$ cat config.mk
export PLATFORM = sky130hd
export DESIGN_NAME = mul_exec_stage_flat
export DESIGN_NICKNAME = d
export VERILOG_FILES = /design/src/rtl/mul_exec_stage_if.sv /design/src/rtl/mul_exec_stage.sv /design/src/flat_wrapper.sv
export SDC_FILE = /design/constraint.sdc
export NUM_CORES = 1
export LEC_CHECK = 0
export ABC_AREA = 0
export CAP_MARGIN = 30
export CORE_MARGIN = 2
export CORE_UTILIZATION = 45
export DETAILED_ROUTE_END_ITERATION = 16
export PLACE_DENSITY_LB_ADDON = 0.08
export SLEW_MARGIN = 20
export SYNTH_ARGS = -nofsm -noshare
export SYNTH_HDL_FRONTEND = slang
export SYNTH_SLANG_ARGS = --single-unit
export TNS_END_PERCENT = 30
$ cat constraint.sdc
create_clock -name clk -period 17.6 [get_ports clk]
set_input_delay 3.52 -clock clk [delete_from_list [all_inputs] [get_ports clk]]
set_output_delay 3.52 -clock clk [all_outputs]
set_load 0.01 [all_outputs]
$ cat src/rtl/mul_exec_stage_if.sv
// Issue/writeback bundle for the multiply execute stage.
// master = issue + writeback side, slave = the stage itself.
interface mul_exec_stage_if #(
    parameter int N     = 16,
    parameter int TAG_W = 3
);
    logic             in_valid;
    logic             in_ready;
    logic [1:0]       in_op;
    logic [N-1:0]     in_a;
    logic [N-1:0]     in_b;
    logic [TAG_W-1:0] in_tag;
    logic             flush;
    logic             out_valid;
    logic             out_ready;
    logic [N-1:0]     out_data;
    logic [TAG_W-1:0] out_tag;
    logic             busy;

    modport master (
        output in_valid, in_op, in_a, in_b, in_tag, flush, out_ready,
        input  in_ready, out_valid, out_data, out_tag, busy
    );

    modport slave (
        input  in_valid, in_op, in_a, in_b, in_tag, flush, out_ready,
        output in_ready, out_valid, out_data, out_tag, busy
    );
endinterface

$ cat src/rtl/mul_exec_stage.sv
// Three-stage multiply execute: sign condition, unsigned product,
// sign fix + half select. Bubble-collapsing valid/ready with flush.
module mul_exec_stage #(
    parameter int N     = 16,
    parameter int TAG_W = 3
) (
    input  logic            clk,
    input  logic            rst_n,
    mul_exec_stage_if.slave io
);
    localparam logic [1:0] OP_MUL    = 2'b00;
    localparam logic [1:0] OP_MULH   = 2'b01;
    localparam logic [1:0] OP_MULHSU = 2'b10;

    logic             s1_v, s2_v, s3_v;
    logic [1:0]       s1_op, s2_op;
    logic [TAG_W-1:0] s1_tag, s2_tag, s3_tag;
    logic [N-1:0]     s1_a, s1_b;
    logic             s1_neg, s2_neg;
    logic [2*N-1:0]   s2_p;
    logic [N-1:0]     s3_data;

    logic s3_load, s2_load, s1_move, s2_move, in_fire;

    assign s3_load  = !s3_v || io.out_ready;
    assign s2_move  = s2_v && s3_load;
    assign s2_load  = !s2_v || s2_move;
    assign s1_move  = s1_v && s2_load;
    assign io.in_ready = !io.flush && (!s1_v || s1_move);
    assign in_fire  = io.in_valid && io.in_ready;

    assign io.out_valid = s3_v;
    assign io.out_data  = s3_data;
    assign io.out_tag   = s3_tag;
    assign io.busy      = s1_v || s2_v || s3_v;

    logic [N-1:0] a_abs, b_abs, c_a, c_b;
    logic         c_neg;

    // Operand conditioning: magnitudes and predicted result sign
    always_comb begin
        a_abs = io.in_a[N-1] ? (~io.in_a + N'(1)) : io.in_a;
        b_abs = io.in_b[N-1] ? (~io.in_b + N'(1)) : io.in_b;
        c_a   = io.in_a;
        c_b   = io.in_b;
        c_neg = 1'b0;
        unique case (io.in_op)
            OP_MULH: begin
                c_a   = a_abs;
                c_b   = b_abs;
                c_neg = io.in_a[N-1] ^ io.in_b[N-1];
            end
            OP_MULHSU: begin
                c_a   = a_abs;
                c_neg = io.in_a[N-1];
            end
            default: ;
        endcase
    end

    logic [2*N-1:0] prod;
    logic [2*N-1:0] p_fix;
    logic [N-1:0]   res;

    // Unsigned array product of the conditioned magnitudes
    always_comb begin
        prod = {{N{1'b0}}, s1_a} * {{N{1'b0}}, s1_b};
    end

    // Sign restore on the full product, then pick the half
    always_comb begin
        p_fix = s2_neg ? (~s2_p + (2*N)'(1)) : s2_p;
        res   = (s2_op == OP_MUL) ? p_fix[N-1:0] : p_fix[2*N-1:N];
    end

    // Stage valid bits; flush kills everything in flight
    always_ff @(posedge clk or negedge rst_n) begin
        if (!rst_n) begin
            s1_v <= 1'b0;
            s2_v <= 1'b0;
            s3_v <= 1'b0;
        end else if (io.flush) begin
            s1_v <= 1'b0;
            s2_v <= 1'b0;
            s3_v <= 1'b0;
        end else begin
            if (s3_load) s3_v <= s2_v;
            if (s2_load) s2_v <= s1_v;
            if (!s1_v || s1_move) s1_v <= in_fire;
        end
    end

    // Stage payloads; each loads only when a valid op moves in
    always_ff @(posedge clk or negedge rst_n) begin
        if (!rst_n) begin
            s1_op   <= '0;
            s1_tag  <= '0;
            s1_a    <= '0;
            s1_b    <= '0;
            s1_neg  <= 1'b0;
            s2_op   <= '0;
            s2_tag  <= '0;
            s2_p    <= '0;
            s2_neg  <= 1'b0;
            s3_tag  <= '0;
            s3_data <= '0;
        end else begin
            if (in_fire) begin
                s1_op  <= io.in_op;
                s1_tag <= io.in_tag;
                s1_a   <= c_a;
                s1_b   <= c_b;
                s1_neg <= c_neg;
            end
            if (s2_load && s1_v) begin
                s2_op  <= s1_op;
                s2_tag <= s1_tag;
                s2_p   <= prod;
                s2_neg <= s1_neg;
            end
            if (s3_load && s2_v) begin
                s3_tag  <= s2_tag;
                s3_data <= res;
            end
        end
    end
endmodule

$ cat src/flat_wrapper.sv
// flat-port wrapper written by rule: the top's interface ports become plain ports
module mul_exec_stage_flat 
#(
    parameter int N     = 16,
    parameter int TAG_W = 3
)
  (clk, rst_n, io_in_valid, io_in_op, io_in_a, io_in_b, io_in_tag, io_flush, io_out_ready, io_in_ready, io_out_valid, io_out_data, io_out_tag, io_busy);
  mul_exec_stage_if #(.N(N), .TAG_W(TAG_W)) io_i ();
  input  logic clk;
  input  logic rst_n;
  input wire logic [$bits(io_i.in_valid)-1:0] io_in_valid;
  input wire logic [$bits(io_i.in_op)-1:0] io_in_op;
  input wire logic [$bits(io_i.in_a)-1:0] io_in_a;
  input wire logic [$bits(io_i.in_b)-1:0] io_in_b;
  input wire logic [$bits(io_i.in_tag)-1:0] io_in_tag;
  input wire logic [$bits(io_i.flush)-1:0] io_flush;
  input wire logic [$bits(io_i.out_ready)-1:0] io_out_ready;
  output wire logic [$bits(io_i.in_ready)-1:0] io_in_ready;
  output wire logic [$bits(io_i.out_valid)-1:0] io_out_valid;
  output wire logic [$bits(io_i.out_data)-1:0] io_out_data;
  output wire logic [$bits(io_i.out_tag)-1:0] io_out_tag;
  output wire logic [$bits(io_i.busy)-1:0] io_busy;
  assign io_i.in_valid = io_in_valid;
  assign io_i.in_op = io_in_op;
  assign io_i.in_a = io_in_a;
  assign io_i.in_b = io_in_b;
  assign io_i.in_tag = io_in_tag;
  assign io_i.flush = io_flush;
  assign io_i.out_ready = io_out_ready;
  assign io_in_ready = io_i.in_ready;
  assign io_out_valid = io_i.out_valid;
  assign io_out_data = io_i.out_data;
  assign io_out_tag = io_i.out_tag;
  assign io_busy = io_i.busy;
  mul_exec_stage #(.N(N), .TAG_W(TAG_W)) u_core (.clk(clk), .rst_n(rst_n), .io(io_i));
endmodule
==> flow_summary.json <==
{
  "arrival_ns": 5.04,
  "via_count": 10300,
  "crit_path_frequent_cell": "clkdlybuf4s50_1",
  "hold_class": "register to register",
  "postPlaceCellArea_um2": 14500,
  "max_stage_delay_ns": 0.58,
  "clkTransAtPathRegs_ns": 0.08,
  "cts-root-buf": "clkbuf_16",
  "grt_pass1_wl_um": 54500,
  "slew_violations": 0,
  "clock_latency_ns": 0.36,
  "place.gp.congestion": 0.852,
  "vias_per_cell": 5.24,
  "grt_setup_unrepaired": "no",
  "rows": 63,
  "die_area_um2": 31600,
  "finalSetupTns_ns": 0,
  "die_h_um": 178,
  "drive_gt1_frac": 0.0247,
  "drc": 0,
  "status": "finished clean",
  "cts_max_path_buffers": 2,
  "groute.usage.overall": 0.220,
  "cts_buffers": 9,
  "critPathSlowestCell": "clkdlybuf4s50_1",
  "start_util": 0.458,
  "ys_types": 59,
  "antenna_found_initial": 0,
  "grt_pass1_vias": 10500,
  "timing.fmax_mhz": 117,
  "worstSetupEndpointType": "output port",
  "rrSetupSlack_ns": 11.09,
  "final_area_um2": 14800,
  "final-setup-viol-count": 0,
  "min_period_ns": 8.56,
  "critPathRequiredTime_ns": 14.08,
  "ctsResizeCount": 0,
  "ctsHtreeMaxLevel": 3,
  "io_pins": 64,
  "criticalPathCategory": "input port to output port",
  "cp_top_family": "buffers and inverters",
  "yosys_register_bits": 98,
  "synthesis.nets": 1908,
  "startpoint_type": "input port",
  "core_um2": 29600,
  "synth-async-reset-ratio": 1.00,
  "cap_violations": 0,
  "hpwl_um": 25400,
  "die_w_um": 178,
  "cts_hold_buffers": 0,
  "nets": 1920,
  "ys.flop_type": "dfrtp_1",
  "grt.overflow.total": 0,
  "grt_max_degree": 74,
  "worst-path-buf-inv": 2,
  "drtPass1Iterations": 5,
  "tightest_slew_ns": 0.916,
  "synthCells": 1563,
  "synth-edff-count": 0,
  "diodes": 0,
  "wl_per_cell_um": 16.6,
  "post-cts-setup-buffers": 0,
  "worst-path-max-fanout": 5,
  "ys_seq_area_frac": 0.181,
  "min_period_over_period": 0.487,
  "avgSynthCellArea_um2": 8.68,
  "crit_chain": "clkdlybuf4s50_1 > nor2b_1 > and2_1 > a21oi_1 > clkdlybuf4s50_1",
  "first_iter_violations": 541,
  "maxSlewHeadroom": 0.389,
  "syn_area_um2": 13600,
  "routed_wl_um": 32600,
  "port_buffers": 63,
  "clkSinkCount": 98,
  "hold_viol": 0,
  "ys_warn_count": 0,
  "ant_nets": 0,
  "skew_ns": 0.0143,
  "area_delta_synth_final_pct": 8.93,
  "cts_tree": "done"
}
==> through the flow <==
step	hold slack [ns]	worst slack, ns	util	cells
finish	0.466	9.04	0.499	1970
floorplan	0.433	10.06	-	1563
CTS	0.474	9.04	0.498	1969
global route	0.506	8.97	0.499	1970
detailed placement	0.453	9.04	0.489	1953
global placement	0.447	9.03	0.488	1951
==> worst register-to-register path, delay by kind of cell, from the launching register on <==
family                   cells  cell delay (ns)
AND/OR/NAND/NOR              4             0.75
flip-flops                   1             0.91
adder cells (fa/ha/maj)      7             3.59
buffers and inverters        3             0.15
AO/OA/AOI/OAI                3             1.03
==> cells by family after synthesis <==
group	after synthesis	synth area share
buffers and inverters	309	0.0857
flip-flops	98	0.181
AO/OA/AOI/OAI	229	0.102
multiplexers	7	0.00553
AND/OR/NAND/NOR	538	0.189
adder cells (fa/ha/maj)	303	0.387
XOR/XNOR	79	0.0510
==> layout make-up <==
| cell class | count | area, um^2 |
|---|---|---|
| inverters | 242 | 908 |
| flip-flops and latches | 98 | 2450 |
| clock buffers | 9 | 225 |
| repair buffers | 68 | 689 |
| well taps | 390 | 488 |
| fillers | 2905 | 14900 |
| clock inverters | 7 | 60.1 |
| multi-input cells | 1156 | 9960 |
==> flip-flops by register name, summed over array words and instances (netlist names) <==
register             flops
u_core.s2_p             32
u_core.s2_op             2
u_core.s1_b             16
u_core.s1_a             16
u_core.s1_v              1
u_core.s1_tag            3
u_core.s2_tag            3
u_core.io.out_data      16
u_core.io.out_tag        3
u_core.s1_op             2
u_core.s2_neg            1
u_core.io.out_valid      1
u_core.s2_v              1
u_core.s1_neg            1
==> Yosys cell counts, drive strengths merged (2+ instances only) <==
master	number	share of area
o21a	2	0.0011
a211o	2	0.0013
o21bai	3	0.0017
and2	123	0.057
o21ai	105	0.039
nand3	12	0.0044
a211oi	4	0.0022
nand2b	4	0.0018
xnor2	41	0.026
a22oi	2	0.0011
fa	194	0.29
nor4	6	0.0028
mux2i	3	0.0022
nor2b	7	0.0032
nand4	9	0.0041
o41ai	4	0.0026
dfrtp	98	0.18
nand2	296	0.082
or3	11	0.0054
clkbuf	67	0.019
a21o	19	0.011
and4	3	0.0019
inv	242	0.067
nor2	37	0.010
ha	109	0.10
o311ai	2	0.0013
or2	4	0.0018
xor2	38	0.025
nor3b	2	0.0011
a21oi	40	0.015
o221ai	5	0.0032
a31oi	7	0.0032
o211ai	8	0.0044
or4	3	0.0019
and3	7	0.0032
o31ai	16	0.0092
mux2	4	0.0033
nor3	12	0.0053
==> per-layer routing <==
metal | part of all wire | GRT usage | vias up
met5 | 0 | 0 | -
met4 | 0.016 | 0.0529 | 0
met3 | 0.037 | 0.0223 | 34
met2 | 0.48 | 0.375 | 196
met1 | 0.47 | 0.303 | 5140
li1 | - | - | 4955
==> layout by cell type (no fill, tap or decap), drive strengths merged, types with 6 or more instances in the layout <==
cell,Yosys,final
a21o,19,19
a21oi,40,40
a31oi,7,7
and2,123,123
and3,7,7
buf,0,6
clkbuf,67,9
clkdlybuf4s50,0,62
dfrtp,98,98
fa,194,194
ha,109,109
inv,242,245
nand2,296,296
nand3,12,12
nand4,9,9
nor2,37,37
nor2b,7,7
nor3,12,12
nor4,6,6
o211ai,8,8
o21ai,105,105
o31ai,16,16
or3,11,11
xnor2,41,41
xor2,38,38
==> path summary, 6_finish.rpt <==
path | end | depth (start not counted) | from
min reg2reg | u_core.s2_tag[2] | 2 | u_core.s1_tag[2]
min | u_core.s2_tag[2] | 2 | u_core.s1_tag[2]
min in group asynchronous | u_core.io.out_data[10] | 1 | rst_n
max | io_in_ready | 5 | io_out_ready
max in group asynchronous | u_core.s1_a[13] | 2 | rst_n
max reg2reg | u_core.s2_p[28] | 17 | u_core.s1_a[9]
Power is left out: the tool's default activity adds up to more than one toggle a clock period on the data nets, which glitch-free logic cannot reach.
